$ cat src/rtl/ines_pkg.sv
// Shared definitions for the iNES cartridge loader.
//   state_e            loader FSM states
//   INES_MAGIC         header bytes 0..3 ("NES" 0x1A), byte 0 in bits 7:0
//   OFF_*              header byte offsets of the fields the loader decodes
//   PRG_UNIT/CHR_UNIT  bank sizes in bytes; TRAINER_LEN trainer size in bytes
//   SUPPORTED_MAPPERS  mapper numbers the cartridge path can emulate
package ines_pkg;

  typedef enum logic [2:0] {IDLE, HDR, TRAIN, PRG, CHR, DONE, ERR} state_e;

  localparam logic [31:0] INES_MAGIC = 32'h1A53_454E;

  localparam int HDR_LEN = 16;
  localparam logic [3:0] OFF_PRG_CNT = 4'd4;
  localparam logic [3:0] OFF_CHR_CNT = 4'd5;
  localparam logic [3:0] OFF_FLAGS6  = 4'd6;
  localparam logic [3:0] OFF_FLAGS7  = 4'd7;

  localparam int PRG_UNIT    = 16384;
  localparam int CHR_UNIT    = 8192;
  localparam int TRAINER_LEN = 512;

  localparam int NUM_MAPPERS = 3;
  localparam logic [NUM_MAPPERS-1:0][7:0] SUPPORTED_MAPPERS = {8'd3, 8'd2, 8'd0};

  function automatic logic mapper_supported(input logic [7:0] m);
    logic hit;
    hit = 1'b0;
    for (int i = 0; i < NUM_MAPPERS; i++) begin
      if (SUPPORTED_MAPPERS[i] == m) hit = 1'b1;
    end
    return hit;
  endfunction

endpackage

$ cat src/rtl/ines_header_check.sv
// Combinational decode and validation of a 16-byte iNES header.
//   hdr        header bytes, hdr[0] is the first byte of the image
//   ok         magic, bank counts and mapper are all acceptable
//   mapper_id  {flags7[7:4], flags6[7:4]}
//   mirrorv    flags6[0];  prg_ram flags6[1];  trainer flags6[2]
//   chr_ram    CHR bank count is zero (board uses CHR RAM)
//   prg_mask   PRG byte-address mask; also the last PRG byte address
//   chr_mask   CHR byte-address mask; also the last CHR byte address
module ines_header_check
  import ines_pkg::*;
#(
  parameter int PRG_ROM_DEPTH = 17,
  parameter int CHR_ROM_DEPTH = 15
) (
  input  logic [15:0][7:0]          hdr,
  output logic                      ok,
  output logic [7:0]                mapper_id,
  output logic                      mirrorv,
  output logic                      prg_ram,
  output logic                      chr_ram,
  output logic                      trainer,
  output logic [PRG_ROM_DEPTH-1:0]  prg_mask,
  output logic [CHR_ROM_DEPTH-1:0]  chr_mask
);

  // Masks are formed one bit wider than the PRG address so that a full-size
  // image (count x unit == 2^depth) does not overflow before the -1.
  localparam int MW = PRG_ROM_DEPTH + 1;

  logic [7:0]    prg_cnt, chr_cnt, flags6, flags7;
  logic [31:0]   prg_bytes, chr_bytes;
  logic          magic_ok, prg_ok, chr_ok, map_ok;
  logic [MW-1:0] prg_wide, chr_wide;
  logic          unused_bits;

  always_comb begin
    prg_cnt = hdr[OFF_PRG_CNT];
    chr_cnt = hdr[OFF_CHR_CNT];
    flags6  = hdr[OFF_FLAGS6];
    flags7  = hdr[OFF_FLAGS7];

    magic_ok  = (hdr[3:0] == INES_MAGIC);
    prg_bytes = 32'(prg_cnt) * 32'(PRG_UNIT);
    chr_bytes = 32'(chr_cnt) * 32'(CHR_UNIT);
    prg_ok    = (prg_cnt inside {8'd1, 8'd2, 8'd4, 8'd8}) &&
                (prg_bytes <= (32'd1 << PRG_ROM_DEPTH));
    chr_ok    = (chr_cnt inside {8'd0, 8'd1, 8'd2, 8'd4}) &&
                (chr_bytes <= (32'd1 << CHR_ROM_DEPTH));

    mapper_id = {flags7[7:4], flags6[7:4]};
    map_ok    = mapper_supported(mapper_id);
    ok        = magic_ok && prg_ok && chr_ok && map_ok;

    mirrorv = flags6[0];
    prg_ram = flags6[1];
    trainer = flags6[2];
    chr_ram = (chr_cnt == 8'd0);

    prg_wide = (MW'(prg_cnt) << $clog2(PRG_UNIT)) - MW'(1);
    chr_wide = (MW'(chr_cnt) << $clog2(CHR_UNIT)) - MW'(1);
    prg_mask = prg_wide[PRG_ROM_DEPTH-1:0];
    chr_mask = chr_ram ? CHR_ROM_DEPTH'(13'h1FFF) : chr_wide[CHR_ROM_DEPTH-1:0];
  end

  // Bytes 8..15, four-screen and the low nibble of flags7 are not used.
  assign unused_bits = ^{hdr[15:8], flags7[3:0], flags6[3],
                         prg_wide[MW-1], chr_wide[MW-1:CHR_ROM_DEPTH]};

endmodule

$ cat src/rtl/ines_loader.sv
// Boot-time iNES image loader: parses the header, publishes mapper config and
// streams PRG/CHR bytes into the cartridge ROM write ports.
//   clk_cpu, rst        clock, synchronous active-high reset
//   start               begin a load (honoured in IDLE, DONE, ERR)
//   in_data/valid/ready image byte stream; in_ready depends on state only
//   wdata, prg_*/chr_*  registered write port, one cycle after acceptance
//   mapper_id .. prgram_mask  configuration, latched once the header passes
//   cfg_valid/busy/error      load status
//
// state | meaning
// IDLE  | waiting for start after reset
// HDR   | collecting the 16 header bytes
// TRAIN | discarding the 512-byte trainer
// PRG   | writing PRG ROM bytes
// CHR   | writing CHR ROM bytes
// DONE  | load complete, cfg_valid high
// ERR   | header rejected, error high
module ines_loader
  import ines_pkg::*;
#(
  parameter int PRG_ROM_DEPTH = 17,
  parameter int CHR_ROM_DEPTH = 15,
  parameter int PRG_RAM_DEPTH = 13
) (
  input  logic                      clk_cpu,
  input  logic                      rst,
  input  logic                      start,
  input  logic [7:0]                in_data,
  input  logic                      in_valid,
  output logic                      in_ready,
  output logic [7:0]                wdata,
  output logic                      prg_we,
  output logic [PRG_ROM_DEPTH-1:0]  prg_waddr,
  output logic                      chr_we,
  output logic [CHR_ROM_DEPTH-1:0]  chr_waddr,
  output logic [7:0]                mapper_id,
  output logic                      mirrorv,
  output logic                      prg_ram,
  output logic                      chr_ram,
  output logic [PRG_ROM_DEPTH-1:0]  prg_mask,
  output logic [CHR_ROM_DEPTH-1:0]  chr_mask,
  output logic [PRG_RAM_DEPTH-1:0]  prgram_mask,
  output logic                      cfg_valid,
  output logic                      busy,
  output logic                      error
);

  // One byte counter serves trainer, PRG and CHR; it must cover the widest.
  localparam int CW0   = (PRG_ROM_DEPTH > CHR_ROM_DEPTH) ? PRG_ROM_DEPTH : CHR_ROM_DEPTH;
  localparam int CNT_W = (CW0 > 9) ? CW0 : 9;

  state_e                   state_q, state_d;
  logic [15:0][7:0]         hdr_q, hdr_d, hdr_cur;
  logic [3:0]               hdr_idx_q, hdr_idx_d;
  logic [CNT_W-1:0]         cnt_q, cnt_d;

  logic [7:0]               mapper_id_q, mapper_id_d;
  logic                     mirrorv_q, mirrorv_d;
  logic                     prg_ram_q, prg_ram_d;
  logic                     chr_ram_q, chr_ram_d;
  logic [PRG_ROM_DEPTH-1:0] prg_mask_q, prg_mask_d;
  logic [CHR_ROM_DEPTH-1:0] chr_mask_q, chr_mask_d;

  logic [7:0]               wdata_q, wdata_d;
  logic                     prg_we_q, prg_we_d;
  logic                     chr_we_q, chr_we_d;
  logic [PRG_ROM_DEPTH-1:0] prg_waddr_q, prg_waddr_d;
  logic [CHR_ROM_DEPTH-1:0] chr_waddr_q, chr_waddr_d;

  logic                     chk_ok, chk_mirrorv, chk_prg_ram, chk_chr_ram, chk_trainer;
  logic [7:0]               chk_mapper_id;
  logic [PRG_ROM_DEPTH-1:0] chk_prg_mask;
  logic [CHR_ROM_DEPTH-1:0] chk_chr_mask;

  logic accept, hdr_done, trn_last, prg_last, chr_last;

  assign accept   = in_valid && in_ready;
  assign hdr_done = (hdr_idx_q == 4'(HDR_LEN - 1));
  assign trn_last = (cnt_q == CNT_W'(TRAINER_LEN - 1));
  // The latched masks equal the last byte address of each region.
  assign prg_last = (cnt_q == CNT_W'(prg_mask_q));
  assign chr_last = (cnt_q == CNT_W'(chr_mask_q));

  // Validation sees the byte being accepted, so the decision and the config
  // latch happen on the same edge as the last header byte.
  always_comb begin
    hdr_cur            = hdr_q;
    hdr_cur[hdr_idx_q] = in_data;
  end

  ines_header_check #(
    .PRG_ROM_DEPTH(PRG_ROM_DEPTH),
    .CHR_ROM_DEPTH(CHR_ROM_DEPTH)
  ) u_header_check (
    .hdr       (hdr_cur),
    .ok        (chk_ok),
    .mapper_id (chk_mapper_id),
    .mirrorv   (chk_mirrorv),
    .prg_ram   (chk_prg_ram),
    .chr_ram   (chk_chr_ram),
    .trainer   (chk_trainer),
    .prg_mask  (chk_prg_mask),
    .chr_mask  (chk_chr_mask)
  );

  always_ff @(posedge clk_cpu) begin
    if (rst) state_q <= IDLE;
    else     state_q <= state_d;
  end

  always_comb begin
    state_d = state_q;
    unique case (state_q)
      IDLE, DONE, ERR: if (start) state_d = HDR;
      HDR:   if (accept && hdr_done) state_d = !chk_ok ? ERR : (chk_trainer ? TRAIN : PRG);
      TRAIN: if (accept && trn_last) state_d = PRG;
      PRG:   if (accept && prg_last) state_d = chr_ram_q ? DONE : CHR;
      CHR:   if (accept && chr_last) state_d = DONE;
      default: state_d = IDLE;
    endcase
  end

  always_comb begin
    in_ready  = 1'b0;
    busy      = 1'b0;
    cfg_valid = 1'b0;
    error     = 1'b0;
    unique case (state_q)
      HDR, TRAIN, PRG, CHR: begin
        in_ready = 1'b1;
        busy     = 1'b1;
      end
      DONE:    cfg_valid = 1'b1;
      ERR:     error     = 1'b1;
      default: ;
    endcase
  end

  always_comb begin
    hdr_d       = hdr_q;
    hdr_idx_d   = hdr_idx_q;
    cnt_d       = cnt_q;
    mapper_id_d = mapper_id_q;
    mirrorv_d   = mirrorv_q;
    prg_ram_d   = prg_ram_q;
    chr_ram_d   = chr_ram_q;
    prg_mask_d  = prg_mask_q;
    chr_mask_d  = chr_mask_q;
    wdata_d     = wdata_q;
    prg_we_d    = 1'b0;
    chr_we_d    = 1'b0;
    prg_waddr_d = prg_waddr_q;
    chr_waddr_d = chr_waddr_q;
    if (accept) begin
      unique case (state_q)
        HDR: begin
          hdr_d     = hdr_cur;
          hdr_idx_d = hdr_idx_q + 4'd1;
          if (hdr_done && chk_ok) begin
            mapper_id_d = chk_mapper_id;
            mirrorv_d   = chk_mirrorv;
            prg_ram_d   = chk_prg_ram;
            chr_ram_d   = chk_chr_ram;
            prg_mask_d  = chk_prg_mask;
            chr_mask_d  = chk_chr_mask;
          end
        end
        TRAIN: cnt_d = trn_last ? '0 : cnt_q + 1'b1;
        PRG: begin
          prg_we_d    = 1'b1;
          wdata_d     = in_data;
          prg_waddr_d = cnt_q[PRG_ROM_DEPTH-1:0];
          cnt_d       = prg_last ? '0 : cnt_q + 1'b1;
        end
        CHR: begin
          chr_we_d    = 1'b1;
          wdata_d     = in_data;
          chr_waddr_d = cnt_q[CHR_ROM_DEPTH-1:0];
          cnt_d       = chr_last ? '0 : cnt_q + 1'b1;
        end
        default: ;
      endcase
    end
  end

  always_ff @(posedge clk_cpu) begin
    if (rst) begin
      hdr_q       <= '0;
      hdr_idx_q   <= '0;
      cnt_q       <= '0;
      mapper_id_q <= '0;
      mirrorv_q   <= 1'b0;
      prg_ram_q   <= 1'b0;
      chr_ram_q   <= 1'b0;
      prg_mask_q  <= '0;
      chr_mask_q  <= '0;
      wdata_q     <= '0;
      prg_we_q    <= 1'b0;
      chr_we_q    <= 1'b0;
      prg_waddr_q <= '0;
      chr_waddr_q <= '0;
    end else begin
      hdr_q       <= hdr_d;
      hdr_idx_q   <= hdr_idx_d;
      cnt_q       <= cnt_d;
      mapper_id_q <= mapper_id_d;
      mirrorv_q   <= mirrorv_d;
      prg_ram_q   <= prg_ram_d;
      chr_ram_q   <= chr_ram_d;
      prg_mask_q  <= prg_mask_d;
      chr_mask_q  <= chr_mask_d;
      wdata_q     <= wdata_d;
      prg_we_q    <= prg_we_d;
      chr_we_q    <= chr_we_d;
      prg_waddr_q <= prg_waddr_d;
      chr_waddr_q <= chr_waddr_d;
    end
  end

  assign wdata       = wdata_q;
  assign prg_we      = prg_we_q;
  assign chr_we      = chr_we_q;
  assign prg_waddr   = prg_waddr_q;
  assign chr_waddr   = chr_waddr_q;
  assign mapper_id   = mapper_id_q;
  assign mirrorv     = mirrorv_q;
  assign prg_ram     = prg_ram_q;
  assign chr_ram     = chr_ram_q;
  assign prg_mask    = prg_mask_q;
  assign chr_mask    = chr_mask_q;
  assign prgram_mask = '1;

endmodule

$ cat config.mk
export PLATFORM = sky130hd
export DESIGN_NAME = ines_loader
export DESIGN_NICKNAME = d
export VERILOG_FILES = /design/src/rtl/ines_pkg.sv /design/src/rtl/ines_header_check.sv /design/src/rtl/ines_loader.sv
export SDC_FILE = /design/constraint.sdc
export NUM_CORES = 1
export LEC_CHECK = 0
export ABC_AREA = 0
export ABC_CLOCK_PERIOD_IN_PS = 7060
export BUFFER_PORTS_ARGS = -buffer_cell sky130_fd_sc_hd__buf_2
export CORE_MARGIN = 4
export CORE_UTILIZATION = 61
export DETAILED_ROUTE_END_ITERATION = 6
export GPL_TIMING_DRIVEN = 0
export HOLD_SLACK_MARGIN = 0.03
export PLACE_DENSITY = 0.82
export SLEW_MARGIN = 0
export SYNTH_ARGS = -nofsm -noshare
export SYNTH_HDL_FRONTEND = slang
export SYNTH_SLANG_ARGS = --single-unit
$ cat constraint.sdc
create_clock -name clk_cpu -period 7.06 [get_ports clk_cpu]
set_input_delay 0 -clock clk_cpu [delete_from_list [all_inputs] [get_ports clk_cpu]]
set_output_delay 0 -clock clk_cpu [all_outputs]
set_load 0.05 [all_outputs]
* Word-level counts from Yosys, hierarchy flattened
Index checks and enable logic that the tools add are counted.
Operators by class: bitwise operators 1, equality and inequality tests 25, add/sub/neg operators 4, magnitude comparators 4, multiplexer cells 25, reductions and logical operators 29
Operators with widths (number):
- 128-bit bitwise mux | 1
- 17-bit 2-to-1 mux | 3
- 17-bit case mux with 3 select lines | 1
- 8-bit demux with 4-bit select | 1
- 32-bit by 29-bit == test with 1-bit output, second input constant | 1
- 22-bit by 18-bit less-or-equal comparator with 1-bit output, second input constant | 1
- 21-bit by 16-bit less-or-equal comparator with 1-bit output, second input constant | 1
- 3-bit 2-to-1 mux | 6
- 17-bit by 1-bit adder with 17-bit output, second input constant | 1
- 17-bit by 15-bit == test with 1-bit output | 1
- 17-bit == test | 1
- 17-bit by 9-bit == test with 1-bit output, second input constant | 1
- 17-bit by 1-bit subtractor with 17-bit output, second input constant | 1
- 2-bit by 8-bit == test with 1-bit output, first input constant | 2
- 8-bit by 1-bit == test with 1-bit output, second input constant | 2
- 8-bit by 2-bit == test with 1-bit output, second input constant | 2
- 8-bit by 3-bit == test with 1-bit output, second input constant | 2
- 8-bit logical NOT | 2
- 15-bit 2-to-1 mux | 1
- 3-bit case mux with 5 select lines | 1
- 15-bit by 1-bit subtractor with 15-bit output, second input constant | 1
- 1-bit logical AND | 12
- 1-bit 2-to-1 mux | 10
- 2-bit inequality test, second input constant | 5
- other kinds (19) | 28
Storage, ports and cells: logic and storage cells 118, register bits after elaboration 237, output and inout port bits 102, bits of input ports 12

* Depth between registers and ports, before layout
depth in word-level cells 14, gate-level depth with buffers 11, depth with buffers taken out 10

* By module
From an unflattened synthesis, not the netlist that was laid out.
Second synthesis, totals: cell total of the unflattened synthesis 1257, area, all modules 11394.7 um^2
By module, submodules not included:
- ines_loader | seq. area each 4744.6 um^2, area each 10777.8 um^2, cells an instance 1177, times used 1
- ines_header_check | seq. area each 0.0 um^2, area each 616.8 um^2, cells an instance 80, times used 1

* Least setup slack after synthesis
No wires, ideal clock.
kind reg2reg, start register prg_mask_q[13], in the netlist prg_mask[13], end register cnt_q[0], cell stages (with the launch flop) 8, path buffers 1, slack 4277 ps, data required time 6932 ps, period minus slack after synthesis 2783 ps, library setup time 128 ps, arrival time 2655 ps, path through dfxtp_1 > xor2_1 > o41ai_1 > o211a_1 > nand3_1 > o21ai_1 > clkbuf_1 > nor2_1
On the way: word-level cells in the longest chain between the ends 3
Ends and longest elaborated chain:
- start: declaration | RTL line ines_loader.sv:61 | logic [PRG_ROM_DEPTH-1:0] prg_mask_q, prg_mask_d;
- start signal: assignment | RTL line ines_loader.sv:210 | prg_mask_q <= prg_mask_d;
- 17-bit == test | RTL line ines_loader.sv:81 | assign prg_last = (cnt_q == CNT_W'(prg_mask_q));
- 17-bit 2-to-1 mux | RTL line ines_loader.sv:173 | cnt_d = prg_last ? '0 : cnt_q + 1'b1;
- 17-bit case mux with 3 select lines | RTL line ines_loader.sv:155 | unique case (state_q)
- end signal: assignment | RTL line ines_loader.sv:205 | cnt_q <= cnt_d;
- end: declaration | RTL line ines_loader.sv:55 | logic [CNT_W-1:0] cnt_q, cnt_d;
No other way between the ends. A chain may end at the register's enable or synchronous reset.

* Worst setup path in the final report
start register hdr_idx_q[0], end register mapper_id_q[2], in the netlist mapper_id[2]
On the way: word-level cells in the longest chain between the ends 13, elaborated cells between the ends (all ways) 33, classes of those cells order compare: 4; eq/ne: 11; mux: 6; reduce/logical: 12
Ends and longest elaborated chain:
- start: declaration | RTL line ines_loader.sv:54 | logic [3:0] hdr_idx_q, hdr_idx_d;
- start signal: assignment | RTL line ines_loader.sv:204 | hdr_idx_q <= hdr_idx_d;
- branches (longest 13 deep; another with 22-bit by 18-bit less-or-equal comparator with 1-bit output)
- end signal: assignment | RTL line ines_loader.sv:206 | mapper_id_q <= mapper_id_d;
- end: declaration | RTL line ines_loader.sv:57 | logic [7:0] mapper_id_q, mapper_id_d;
Several ways; the timed one is not identified.

==> impl_metrics.toml <==
[clocking]
cts_tree = "yes"
post_cts_buffers = 0
cts-root-buf = "clkbuf_16"
h-tree-depth = 4
cts_resized = 0
clk_path_buf_depth = 2
cts-hold-fix-buffers = 0
insertion_delay_ns = 0.44
clkSinkCount = 142
numCtsBuffers = 17
clk_pin_slew_ns = 0.06

[drt]
antenna_left = 0
routed_wirelength_um = 20000
drt-pass1-iter-count = 5
avgViaCountPerCell = 5.79
wl_per_cell_um = 17.2
vias = 6730
drt_iter0_drc = 572
post-route-drc-count = 0

[finish]
instances_no_fill = 1163
utilization_pct = 75.0
n_antenna_cell = 0
multi_input_area_sq_um = 3640
fillCellCount = 891
layout.nets = 1028
layout-drive-gt1-share_pct = 19.7
regArea_sq_um = 2840
area_growth_pct = 18.2
fin_area_sq_um = 8310

[die]
dieArea_sq_um = 13300
io_pins = 114
start_util_pct = 63.5
core-area_sq_um = 11100
die_height_um = 115
fp.dieW_um = 115
row_count = 38

[sta]
slew_headroom_pct = 30.0
finalClockSkew_ns = 0.0120
finalHoldViolCount = 0
holdWs_ns = 0.160
finalWorstSetupSlack_ns = 3.62
fmax_mhz = 291
period_share_pct = 48.8
finalSetupViolCount = 0
rsz0062_at_grt = "false"
period_minus_slack_ns = 3.44
tns_ns = 0
maxSlewViolCount = 0
worst_pin_slew_ns = 1.05

[worst_setup_path]
startpoint = "hdr_idx_q[0]"
crit_required_ns = 7.38
reg2reg_from = "hdr_idx_q[0]"
critPathLaunchType = "register"
path_class = "reg2reg"
worstPathArrival_ns = 3.76
cp_max_fo = 6
endpoint_kind = "register"

[logic_synthesis]
synth_seq_cells = 142
synth_edf_count = 0
synth_area_sq_um = 7030
async_flop_share_pct = 0
yosysSeqAreaShare_pct = 40.4
synth_cells = 884
avgSynthCellArea_sq_um = 7.95
synthDistinctLibCells = 66
ys_warn_count = 0
synth_flop_cell = "dfxtp_1"

[global_routing]
grt_start_max_net_pins = 35
grt_overflow_total = 0
track_usage_pct = 30.5
grt_pass1_vias = 6270
grt_antenna_before_repair = 0
grt_pass1_wl_um = 31900

[hold_path]
hold_class = "in2reg"
min_from = "start"

[placement]
placed_cell_area_sq_um = 7730
dp.cells = 1131
hpwl_um = 13900
gp_congestion = 1.00
portBuffers = 95
dp_slack_ns = 3.74

[power_and_ir_drop]
ir_worst_vdd_mv = 0.176
p_total_mw = 1.98
p_per_area_nw_per_um2 = 238
leakagePower_nw = 3.46

[flow_run]
maxCapViolCount = 0

[outcome]
status = "completed"
## area by class of cell
cell class                 count  share of cell area (%)
buffer                       105                    6.75
clock buffer                  20                    5.38
clock inverter                12                    1.64
inverter                       8                   0.361
multi-input combinational    641                    43.8
sequential                   142                    34.2
tap                          140                    2.11
timing repair buffer          95                    5.72
## worst max-delay path: stages, from the launching register on
cell and delay (ns):
dfxtp_1 0.36, inv_1 0.10, ha_1 0.25, nor3b_2 0.52
mux2_2 0.41, or4_1 0.54, nor4_2 0.50, nand4_1 0.36
and3_1 0.29
## cell usage in the layout, fill, tap and decap left out, drive strengths merged, types with 10 or more instances in the layout
cell type,netlist,final
and3,12,12
dfxtp,142,142
nor3b,12,12
a21oi,100,100
o21ai,36,36
mux2i,29,29
clkbuf,55,75
conb,1,13
nor4,10,10
inv,8,11
buf,50,145
nand2,181,181
xor2,19,19
nand4,12,12
nand3,47,47
xnor2,10,10
nand3b,10,10
nor2,51,51
## metal layers
metal | GRT usage, % | vias up | share of wire (%)
met3 | 8.26 | 60 | 8.7
met2 | 47.8 | 314 | 46
met1 | 40.2 | 3119 | 43
met4 | 11.6 | 0 | 3.0
li1 | - | 3237 | -
met5 | 0 | - | 0
## final timing paths
check / cells after the start / slack [ns] / endpoint
min: 5 / 0.16 / state_q[0]
max: 8 / 3.62 / mapper_id[2]
min reg2reg: 2 / 0.45 / wdata[5]
max reg2reg: 8 / 3.62 / mapper_id[2]
## synth_stat cells, types with 6 or more instances
library cell	count	share of area, %
a21oi_1	100	7.1
and3_1	12	1.1
buf_2	7	0.50
buf_4	40	4.3
clkbuf_1	55	2.9
dfxtp_1	142	40
ha_1	6	1.1
inv_1	8	0.43
mux2_2	8	1.3
mux2i_1	29	4.1
nand2_1	181	9.7
nand3_1	47	3.3
nand3b_1	10	1.1
nand4_1	11	0.98
nor2_1	51	2.7
nor3_1	9	0.64
nor3b_1	8	0.85
nor4_1	7	0.62
o21ai_0	34	2.4
xnor2_1	10	1.2
xor2_1	19	2.4
## state kept, by name, indices dropped and copies added, names as in the netlist
| name | cells |
|---|---|
| chr_mask | 2 |
| chr_we | 1 |
| mirrorv | 1 |
| hdr_idx_q | 4 |
| hdr_q | 59 |
| mapper_id | 8 |
| state_q | 3 |
| prg_ram | 1 |
| chr_ram | 1 |
| prg_mask | 4 |
| wdata | 8 |
| prg_waddr | 17 |
| prg_we | 1 |
| chr_waddr | 15 |
| cnt_q | 17 |
## power breakdown
group / switching [mW] / leakage [nW] / internal, mW
combinational: 0.181 / 2.03 / 0.0736
clock: 0.365 / 0.283 / 0.532
sequential: 0.00909 / 1.14 / 0.816
## kinds of logic after synthesis
logic type                 after synthesis  synth area share, %
and+or+nand+nor                        387                 27.3
other                                    1               0.0533
adders and majority gates                8                 1.35
xor gates and xnor gates                29                 3.61
buffers and inverters                  113                 8.40
muxes                                   38                 5.62
DFF                                    142                 40.4
AOI/OAI and AO/OA                      166                 13.2
Power figures use the tool's default switching activity.
